--- config.mk ---
export PLATFORM = sky130hd
export DESIGN_NAME = sram_1w1r_init_front
export DESIGN_NICKNAME = d
export VERILOG_FILES = /design/src/rtl/sram_1w1r_init_front.sv
export SDC_FILE = /design/constraint.sdc
export NUM_CORES = 1
export LEC_CHECK = 0
export CAP_MARGIN = 30
export CORE_MARGIN = 4
export CORE_UTILIZATION = 40
export CTS_CLUSTER_SIZE = 10
export DETAILED_ROUTE_END_ITERATION = 10
export MAX_ROUTING_LAYER = met4
export PLACE_DENSITY_LB_ADDON = 0.15
export SETUP_SLACK_MARGIN = 0.4
export SYNTH_ARGS = -nofsm -noshare
export SYNTH_HDL_FRONTEND = slang
export SYNTH_SLANG_ARGS = --single-unit
--- constraint.sdc ---
create_clock -name clock -period 4.02 [get_ports clock]
set_input_delay 1.005 -clock clock [delete_from_list [all_inputs] [get_ports clock]]
set_output_delay 1.005 -clock clock [all_outputs]
set_load 0.01 [all_outputs]
--- src/rtl/sram_1w1r_init_front.sv ---
// Front end for a 1w1r SRAM macro: sweeps INIT_VALUE into every entry after reset/flush,
// then passes client traffic through and forwards write data on same-address read/write.
module sram_1w1r_init_front #(
    parameter int                ADDR_W     = 7,
    parameter int                DEPTH      = 128,
    parameter int                DATA_W     = 44,
    parameter int                MASK_W     = 4,
    parameter logic [DATA_W-1:0] INIT_VALUE = '0
) (
    input  logic              clock,
    input  logic              reset,
    input  logic              flush,
    output logic              ready,
    input  logic              w_en,
    input  logic [ADDR_W-1:0] w_addr,
    input  logic [DATA_W-1:0] w_data,
    input  logic [MASK_W-1:0] w_mask,
    input  logic              r_en,
    input  logic [ADDR_W-1:0] r_addr,
    output logic              r_valid,
    output logic [DATA_W-1:0] r_data,
    output logic              W0_en,
    output logic [ADDR_W-1:0] W0_addr,
    output logic [DATA_W-1:0] W0_data,
    output logic [MASK_W-1:0] W0_mask,
    output logic              R0_en,
    output logic [ADDR_W-1:0] R0_addr,
    input  logic [DATA_W-1:0] R0_data
);

    localparam int                LW   = DATA_W / MASK_W;
    localparam logic [ADDR_W-1:0] LAST = ADDR_W'(DEPTH - 1);

    typedef enum logic [1:0] {
        IDLE,
        INIT,
        RUN
    } state_t;

    state_t            state;
    state_t            state_nxt;
    logic [ADDR_W-1:0] cnt;
    logic [ADDR_W-1:0] cnt_nxt;

    logic              run_p0;
    logic              hit_p0;
    logic              vld_p1;
    logic              fwd_hit_p1;
    logic [DATA_W-1:0] fwd_data_p1;
    logic [MASK_W-1:0] fwd_mask_p1;

    // Lanes enabled in the forwarded write come from the write data, the rest from the macro.
    function automatic logic [DATA_W-1:0] merge_lanes(
        input logic [DATA_W-1:0] fwd,
        input logic [MASK_W-1:0] mask,
        input logic [DATA_W-1:0] mem
    );
        logic [DATA_W-1:0] res;
        res = mem;
        for (int i = 0; i < MASK_W; i++) begin
            if (mask[i]) begin
                res[i*LW +: LW] = fwd[i*LW +: LW];
            end
        end
        return res;
    endfunction

    always_ff @(posedge clock or posedge reset) begin
        if (reset) begin
            state <= IDLE;
            cnt   <= '0;
        end else begin
            state <= state_nxt;
            cnt   <= cnt_nxt;
        end
    end

    always_comb begin
        state_nxt = state;
        cnt_nxt   = cnt;
        ready     = 1'b0;
        W0_en     = 1'b0;
        W0_addr   = '0;
        W0_data   = '0;
        W0_mask   = '0;
        R0_en     = 1'b0;
        R0_addr   = '0;
        unique case (state)
            IDLE: begin
                state_nxt = INIT;
            end
            INIT: begin
                W0_en   = 1'b1;
                W0_addr = cnt;
                W0_data = INIT_VALUE;
                W0_mask = '1;
                if (flush) begin
                    cnt_nxt = '0;
                end else if (cnt == LAST) begin
                    cnt_nxt   = '0;
                    state_nxt = RUN;
                end else begin
                    cnt_nxt = cnt + 1'b1;
                end
            end
            RUN: begin
                ready   = 1'b1;
                W0_en   = w_en;
                W0_addr = w_addr;
                W0_data = w_data;
                W0_mask = w_mask;
                R0_en   = r_en;
                R0_addr = r_addr;
                if (flush) begin
                    state_nxt = INIT;
                    cnt_nxt   = '0;
                end
            end
            default: begin
                state_nxt = IDLE;
            end
        endcase
    end

    // p0: client request cycle, collision detect
    assign run_p0 = (state == RUN);
    assign hit_p0 = run_p0 & r_en & w_en & (r_addr == w_addr);

    always_ff @(posedge clock or posedge reset) begin
        if (reset) begin
            vld_p1      <= 1'b0;
            fwd_hit_p1  <= 1'b0;
            fwd_data_p1 <= '0;
            fwd_mask_p1 <= '0;
        end else begin
            vld_p1     <= run_p0 & r_en;
            fwd_hit_p1 <= hit_p0;
            if (hit_p0) begin
                fwd_data_p1 <= w_data;
                fwd_mask_p1 <= w_mask;
            end
        end
    end

    // p1: macro data returns, merged with forwarded lanes
    assign r_valid = vld_p1;
    assign r_data  = fwd_hit_p1 ? merge_lanes(fwd_data_p1, fwd_mask_p1, R0_data) : R0_data;

endmodule

==> results of run 1 <==
==> Yosys cell counts, drive strengths merged, types with 3 or more instances <==
cell type / count
inv: 8
nor3: 3
ha: 5
buf: 6
a22oi: 7
dfrtp: 59
a21oi: 13
nor2b: 13
nand2: 8
nand3: 4
and2: 52
nand2b: 3
o32ai: 3
o21ai: 5
clkbuf: 15
mux2: 92
xnor2: 5
==> layout by cell type, fill, tap and decap left out, types with 2 or more instances in the layout <==
master / instances
and2_1: 52
nor3_1: 3
o21ai_0: 5
nand3_1: 4
nand2_1: 8
clkinv_4: 2
bufinv_16: 2
inv_1: 7
dfrtp_1: 59
nor2b_1: 13
o32ai_1: 3
clkbuf_8: 9
nor4_1: 2
a21oi_1: 13
nand2b_1: 3
clkdlybuf4s50_1: 220
mux2_2: 83
xnor2_1: 5
nand4_1: 2
mux2_4: 9
buf_4: 6
a22oi_1: 7
xor2_1: 2
ha_1: 4
inv_6: 2
==> registers in the layout (all words and copies together), names as in the netlist <==
signal / flops
cnt: 7
r_valid: 1
fwd_data_p1: 44
fwd_mask_p1: 4
state: 2
fwd_hit_p1: 1
==> metal layers <==
| metal | GRT usage | vias to the layer above |
|---|---|---|
| met5 | - | - |
| met1 | 0.2412 | 1541 |
| met3 | 0.04437 | 10 |
| li1 | - | 1548 |
| met2 | 0.3898 | 137 |
| met4 | 0.05045 | 0 |
==> final timing paths <==
path / from / end / slack, ns / cells past startpoint
min in group asynchronous: reset / r_valid$_DFF_PP0_ / 0.99 / 2
worst min-delay path: fwd_data_p1[10]$_DFFE_PP0P_ / fwd_data_p1[10]$_DFFE_PP0P_ / 0.50 / 1
max in group asynchronous: reset / fwd_data_p1[8]$_DFFE_PP0P_ / 2.37 / 3
worst min register to register: fwd_data_p1[10]$_DFFE_PP0P_ / fwd_data_p1[10]$_DFFE_PP0P_ / 0.50 / 1
worst max register to register: state[0]$_DFFE_PP0P_ / fwd_data_p1[42]$_DFFE_PP0P_ / 1.52 / 6
worst max-delay path: state[1]$_DFFE_PP0P_ / W0_addr[1] / 0.70 / 5
==> area by class of cell <==
| class | instances | area (µm²) |
|---|---|---|
| Sequential cell | 59 | 1476 |
| Clock inverter | 7 | 100.1 |
| Inverter | 8 | 30.03 |
| Tap cell | 108 | 135.1 |
| Timing Repair Buffer | 226 | 2247 |
| Multi-Input combinational cell | 230 | 1973 |
| Clock buffer | 9 | 123.9 |
| Fill cell | 718 | 2592 |
==> repair_timing <==
| item | in CTS | in global routing |
|---|---|---|
| setup endpoints to repair | 0 | 1 |
| endpoints found under the hold margin | 0 | 0 |
| gates resized for setup | 0 | 1 |
==> cell families (layout without fill, tap and decap cells) <==
group	count (synthesis)	after routing	share of synthesized area
buf+inv	29	250	0.03615
flops	59	59	0.4142
compound gates	32	32	0.05651
simple gates	93	93	0.1555
fa+ha+maj	5	5	0.01755
mux	93	93	0.3029
xor+xnor	7	7	0.01720
==> metrics by stage <==
stage	setup slack [ns]	power (mW)	hold WS [ns]	area, µm²
global placement	0.7334	0.8458	0.4839	5852
global route	0.5088	1.498	0.5142	6086
detailed placement	0.7256	0.8493	0.4910	5852
finish	0.6960	1.444	0.5047	6086
CTS	0.5340	1.463	0.5084	6076
floorplan	1.469	0.6699	0.4753	3565
==> power by group through the flow <==
stage / sequential, mW / combinational, mW / clock, mW
5_1_grt: 0.601 / 0.251 / 0.647
4_1_cts: 0.600 / 0.239 / 0.624
3_3_place_gp: 0.611 / 0.234 / 0
6_report: 0.600 / 0.236 / 0.609
2_1_floorplan: 0.610 / 0.0598 / 0
3_5_place_dp: 0.612 / 0.238 / 0
==> metrics.txt, run 1 <==
CP bufs+invs 2; CP max FO 16; GRT overflow 0; final cell count without fillers 647; routed wire length per instance 17.37 µm; Final Skew 0.007072 ns; Slew @ Worst Pin 0.7060 ns; Placer Congestion 0.8173; Period minus WS final 3.324 ns; clock buffer count from CTS 9; Gate power share 0.163; initial cell density of the core 0.4108; worst vdd ir 0.2581 mV; Synth-to-Final Area Change 70.73%; clock tree buffer depth 2; setup bufs post-CTS 0; CP Cell Sequence inv_1 -> ha_1 -> a22oi_1 -> nor2b_1 -> clkdlybuf4s50_1; post-route DRC violation count 0; Final HPWL DP 8.783 mm; Final Hold Fails 0; wl on met1 4.405 mm; cells after synthesis 318; Cell Int Power 1.112 mW; clk root buf clkbuf_8; worst stage delay on the critical path 0.57 ns; clock power share 0.421; I/O Buffers 220; Post-synth EDFFs 0; Nets 650; CP Class flip-flop to primary output; Avg Cell Area, Syn 11.21 µm²; antenna cells 0; outcome completed; Yosys cell types 33; Final Max Tran Viols 0; Seq/Total Area, Yosys 0.4142; HP Class flip-flop to flip-flop; period utilization 0.8269; fmax 0.3008 GHz; placed cell count 631; highest metal used met4; post-synth top area share 0.4142; pwr dens 237.3 mW/mm²; largest net degree at the start of global routing 50; Post-synth top flop dfrtp_1; Post-Synthesis Net Count 434; DR WL met3 841 µm; Worst path top cell family by delay buffers and inverters; Leak 2.684 nW; clock sink total 59; initial DRC count 103; number of global-route vias before repair 3,319; Final Util 0.7013; asr flop ratio synth 1.000; Slowest cell on crit path ha_1; Core Rows 34; Setup TNS 0 ns; Critical Path RT 3.01 ns; Flop pwr share 0.416; sw frac 0.2303; Clock H-tree levels 3; Worst setup SP type flip-flop; I/O pin total 221; first-pass GRT wire length 16.95 mm; Die Height 102.4 µm; Max Cap Violations 0; RSZ-0062 raised after global routing no; clk_lat worst skew 0.34 ns; Via density 5.002; DRT Wirelength 11.24 mm; area leader, netlist dfrtp_1; TritonRoute pass-1 iters 4; cell area after synthesis 0.003565 mm²; hold buffer count at CTS 0; Sw Pwr 0.3327 mW; Core Box Area 0.008678 mm²; Final setup viols 0; GR Util All Layers 0.2147; share of cells above drive strength 1 0.2189; top area cells in the synthesized netlist dfrtp_1 41%, mux2_2 26%, and2_1 9.1%; ANT nets after route 0; Slew headroom 0.5293; metal2 WL 5.882 mm; Yosys reg bits 59; CP Capture Type primary output; Synth Warn # 0; Die X-Extent 102.4 µm; initial antenna violation count 0; TritonCTS clock tree done; Vias 3,236; Worst-path clk slew 0.07 ns; WP data arrival 2.32 ns; Die Area 0.01049 mm²
Note: power is estimated with default switching activity, not from simulation.
==> run 2: changes to the inputs <==
Settings changed: CORE_UTILIZATION 40 to 38.
Clock period 4.02 ns to 3.1 ns, I/O delays scaled along.
==> run 2 against run 1 <==
Against the previous run:
- clock-buffer cell count is 1 higher
- sequential power is 30% higher
- register-to-register slack worse by 0.98 ns
- critical path type is now primary input to primary output
- largest power group is now registers
- highest routed layer unchanged
==> metrics.txt, run 2 (synthesized netlist as in run 1, its figures left out) <==
outcome completed; Slowest cell on crit path clkdlybuf4s50_1; clk_lat worst skew 0.34 ns; DRT Wirelength 11.63 mm; Via density 4.962; WHS 0.4992 ns; Leak 3.616 nW; Setup TNS 0 ns; clock power share 0.419; routed wire length per instance 17.61 µm; initial cell density of the core 0.3876; Final Hold Fails 0; RSZ-0062 raised after global routing yes; Final Skew 0.006272 ns; Worst setup SP type primary input; clk root buf clkbuf_8; worst vdd ir 0.2960 mV; largest register by flop count fwd_data_p1; number of global-route vias before repair 3,374; first-pass GRT wire length 17.75 mm; Critical Path RT 2.32 ns; Largest register FFs 44; WP data arrival 1.94 ns; Worst path top cell family by delay buffers and inverters; Die Height 104.9 µm; post-route DRC violation count 0; clock buffer count from CTS 9; most frequent cells in the layout 128 x clkdlybuf4s50_1, 83 x mux2_2, 58 x dfrtp_1; final cell count without fillers 660; GR Util All Layers 0.2075; hold buffer count at CTS 0; I/O pin total 221; placed cell count 637; HP Class flip-flop to flip-flop; Core Box Area 0.009196 mm²; ANT nets after route 0; Critical Path Most Common Cell clkdlybuf4s50_1; period utilization 0.8764; Final Max Tran Viols 0; clock tree buffer depth 2; Nets 661; Gate power share 0.159; Cell Int Power 1.438 mW; CP Capture Type primary output; I/O Buffers 220; Max Cap Violations 0; fillers 715; TritonRoute pass-1 iters 4; fmax 0.3681 GHz; Core Rows 35; Worst-path clk slew 0.06 ns; GRT overflow 0; Die Area 0.01099 mm²; CP Class primary input to primary output; Die X-Extent 104.9 µm; Period minus WS final 2.717 ns; worst stage delay on the critical path 0.53 ns; Placer Congestion 0.7905; Vias 3,275; pwr dens 290.2 mW/mm²; CP max FO 2; CP Cell Sequence clkdlybuf4s50_1 -> and2_1 -> clkdlybuf4s50_1; Synth-to-Final Area Change 78.38%; Final setup viols 0; Sw Pwr 0.4076 mW; Flop pwr share 0.422; most common cell after layout, fill and taps aside clkdlybuf4s50_1; share of cells above drive strength 1 0.2550; Largest regs fwd_data_p1: 44 flops, cnt: 7 flops, fwd_mask_p1: 4 flops; Slew @ Worst Pin 0.4619 ns; initial antenna violation count 0; TritonCTS clock tree done; Final HPWL DP 8.830 mm; Clock H-tree levels 3; initial DRC count 73; largest net degree at the start of global routing 39; Slew headroom 0.6892; sw frac 0.2209; CP bufs+invs 2; clock sink total 59; antenna cells 0
run 2: cell type report:
cell class | instances | area, µm² | area share
tap | 111 | 138.9 | 0.02184
inverter | 8 | 30.03 | 0.004723
multi-input combinational | 230 | 2028 | 0.3190
timing repair buffer | 237 | 2469 | 0.3882
clock buffer | 10 | 137.6 | 0.02165
clock inverter | 5 | 77.57 | 0.01220
sequential | 59 | 1478 | 0.2324
run 2: layer usage:
layer,share of wire,track usage
met4,0.0098,0.05155
met2,0.54,0.3676
met1,0.39,0.2345
met3,0.059,0.05188
met5,0,-
run 2: power groups by stage:
stage	Sequential, mW	Combinational [mW]	Clock, mW
floorplan	0.791	0.0775	0
global placement	0.793	0.306	0
finish	0.778	0.294	0.773
global route	0.779	0.314	0.824
detailed placement	0.793	0.309	0
CTS	0.778	0.303	0.793
run 2: worst reg2reg max path, stage by stage (launching register included):
cell	delay (ns)
dfrtp_1	0.39
inv_2	0.10
ha_4	0.22
bufbuf_16	0.31
nand4_1	0.12
or4_2	0.75
buf_12	0.23
mux2_4	0.33
run 2: worst paths after layout:
check                                         endpoint                   startpoint  slack, ns  depth (start not counted)
setup reg to reg            fwd_mask_p1[1]$_DFFE_PP0P_         state[0]$_DFFE_PP0P_       0.54                          7
min in group asynchronous  fwd_data_p1[34]$_DFFE_PP0P_                        reset       0.72                          2
max in group asynchronous   fwd_data_p1[1]$_DFFE_PP0P_                        reset       1.68                          3
hold / removal             fwd_data_p1[10]$_DFFE_PP0P_  fwd_data_p1[10]$_DFFE_PP0P_       0.50                          1
setup / recovery                           W0_data[12]                   w_data[12]       0.38                          3
hold reg to reg            fwd_data_p1[10]$_DFFE_PP0P_  fwd_data_p1[10]$_DFFE_PP0P_       0.50                          1
run 2: per-stage QoR:
step                      cell area, µm²  setup slack, ns    util  power (mW)
after floorplan                     3565           0.7788       -      0.8687
after global placement              5916           0.1562  0.6433       1.098
after detailed placement            5916           0.1120  0.6433       1.102
after CTS                           6207           0.3068  0.6750       1.874
after global routing                6359           0.3520  0.6914       1.917
final                               6359           0.3832  0.6914       1.845
run 2: timing repair:
action,4_1_cts,5_1_grt
pin swaps,1,0
gates cloned,1,1
endpoints found under the setup margin,157,59
resized for setup,62,55
buffers inserted,4,2
==> run 3: changes to the inputs <==
Settings changed: CORE_ASPECT_RATIO set to 1.5.
==> run 3 against run 2 <==
Against the previous run:
- sequential power about the same
- die area up 0.29%
- final area up 2.7%
==> metrics.txt, run 3 (synthesized netlist as in run 1, its figures left out) <==
Core Box Area 0.009200 mm²; GRT overflow 0; fmax 0.3730 GHz; worst vdd ir 0.2908 mV; Slowest cell on crit path clkdlybuf4s50_1; GR Util All Layers 0.2200; initial DRC count 106; clock buffer count from CTS 9; antenna cells 0; Final Skew 0.004192 ns; Final HPWL DP 8.709 mm; CP Cell Sequence clkdlybuf4s50_1 -> mux2_2 -> clkdlybuf4s50_1; CP max FO 1; met1 usage 0.2287; most frequent cells in the layout 116 x clkdlybuf4s50_1, 83 x mux2_2, 58 x dfrtp_1, 58 x dlymetal6s2s_1, 52 x and2_1; RSZ-0062 raised after global routing yes; placed cell count 634; Slew @ Worst Pin 0.6203 ns; Period minus WS final 2.681 ns; I/O pin total 221; met2 usage in global routing 0.3973; I/O Buffers 220; DRT Wirelength 12.02 mm; number of global-route vias before repair 3,619; first-pass GRT wire length 18.29 mm; pwr dens 320.5 mW/mm²; Die X-Extent 87.08 µm; Leak 3.836 nW; CP Capture Type primary output; HP Class flip-flop to flip-flop; Core Rows 43; period utilization 0.8648; ANT nets after route 0; Critical Path RT 2.32 ns; grt met3 use 0.05653; clock sink total 59; Final Max Tran Viols 0; Vias 3,331; clk_lat worst skew 0.33 ns; Final Hold Fails 0; layer with the highest usage met2; worst stage delay on the critical path 0.48 ns; most common cell after layout, fill and taps aside clkdlybuf4s50_1; share of cells above drive strength 1 0.2491; routed wire length per instance 18.16 µm; post-route DRC violation count 0; initial antenna violation count 0; final cell count without fillers 662; Max Cap Violations 0; Die Area 0.01103 mm²; Nets 661; Worst setup SP type primary input; Die Height 126.6 µm; Largest regs fwd_data_p1: 44 flops, cnt: 7 flops, fwd_mask_p1: 4 flops; Slew headroom 0.5858; Clock H-tree levels 3; Synth-to-Final Area Change 83.26%; fillers 710; largest register by flop count fwd_data_p1; TritonRoute pass-1 iters 4; WP data arrival 1.91 ns; Critical Path Most Common Cell clkdlybuf4s50_1; Placer Congestion 0.7736; initial cell density of the core 0.3875; Final setup viols 0; clock tree buffer depth 2; Via density 5.032; Setup TNS 0 ns; Worst-path clk slew 0.05 ns; largest net degree at the start of global routing 50; outcome completed; CP Class primary input to primary output; TritonCTS clock tree done; Largest register FFs 44; clk root buf clkbuf_16
==> run 3: stage by stage <==
| step | instance area [µm²] | power (mW) | hold WS, ns | setup WS, ns | utilization |
|---|---|---|---|---|---|
| 2_1_floorplan | 3565 | 0.8687 | 0.4753 | 0.7788 | - |
| 3_3_place_gp | 5874 | 1.100 | 0.4832 | 0.2064 | 0.6385 |
| 3_5_place_dp | 5874 | 1.104 | 0.4904 | 0.1771 | 0.6385 |
| 4_1_cts | 6325 | 2.124 | 0.5018 | 0.2483 | 0.6875 |
| 5_1_grt | 6533 | 2.171 | 0.5062 | 0.3563 | 0.7101 |
| 6_report | 6533 | 2.093 | 0.5004 | 0.4191 | 0.7101 |
==> run 3: cell type report <==
class | instances | area [µm²] | share of cell area
Clock buffer | 12 | 266.5 | 0.04080
Clock inverter | 4 | 47.55 | 0.007278
Inverter | 8 | 30.03 | 0.004597
Multi-Input combinational cell | 230 | 2028 | 0.3105
Sequential cell | 59 | 1478 | 0.2262
Tap cell | 112 | 140.1 | 0.02145
Timing Repair Buffer | 237 | 2542 | 0.3892
==> run 3: worst max-delay path: cells and delay by family <==
| kind | cells | cell delay [ns] |
|---|---|---|
| buf+inv | 2 | 0.87 |
| mux | 1 | 0.26 |
==> run 3: routing by layer <==
metal,vias to the layer above,part of all wire
li1,1561,-
met1,1622,0.36
met2,124,0.56
met3,24,0.064
met4,0,0.021
met5,-,0
==> run 3: worst paths after layout <==
check                                            start  cells past startpoint  slack (ns)                          end
min reg2reg                fwd_data_p1[33]$_DFFE_PP0P_                      1        0.50  fwd_data_p1[33]$_DFFE_PP0P_
max                                        R0_data[38]                      3        0.42                   r_data[38]
min in group asynchronous                        reset                      2        0.86  fwd_data_p1[17]$_DFFE_PP0P_
min                        fwd_data_p1[33]$_DFFE_PP0P_                      1        0.50  fwd_data_p1[33]$_DFFE_PP0P_
max reg2reg                       state[0]$_DFFE_PP0P_                      7        0.59   fwd_data_p1[0]$_DFFE_PP0P_
max in group asynchronous                        reset                      3        1.64  fwd_data_p1[22]$_DFFE_PP0P_
==> run 3: timing repair <==
item                                    in CTS  in global routing
pin swaps                                    1                  1
hold buffers                                 0                  0
resized for setup                           68                 58
gates cloned                                 2                  1
endpoints found under the setup margin     109                 59
setup buffers                                4                  5
==> run 3: report_power, final <==
| part | switching, mW | leakage [nW] | total (mW) | internal, mW |
|---|---|---|---|---|
| clock network | 0.335 | 0.155 | 1.02 | 0.684 |
| logic | 0.0971 | 2.87 | 0.295 | 0.198 |
| registers | 0.00552 | 0.815 | 0.780 | 0.775 |
| total | 0.437 | 3.84 | 2.09 | 1.66 |
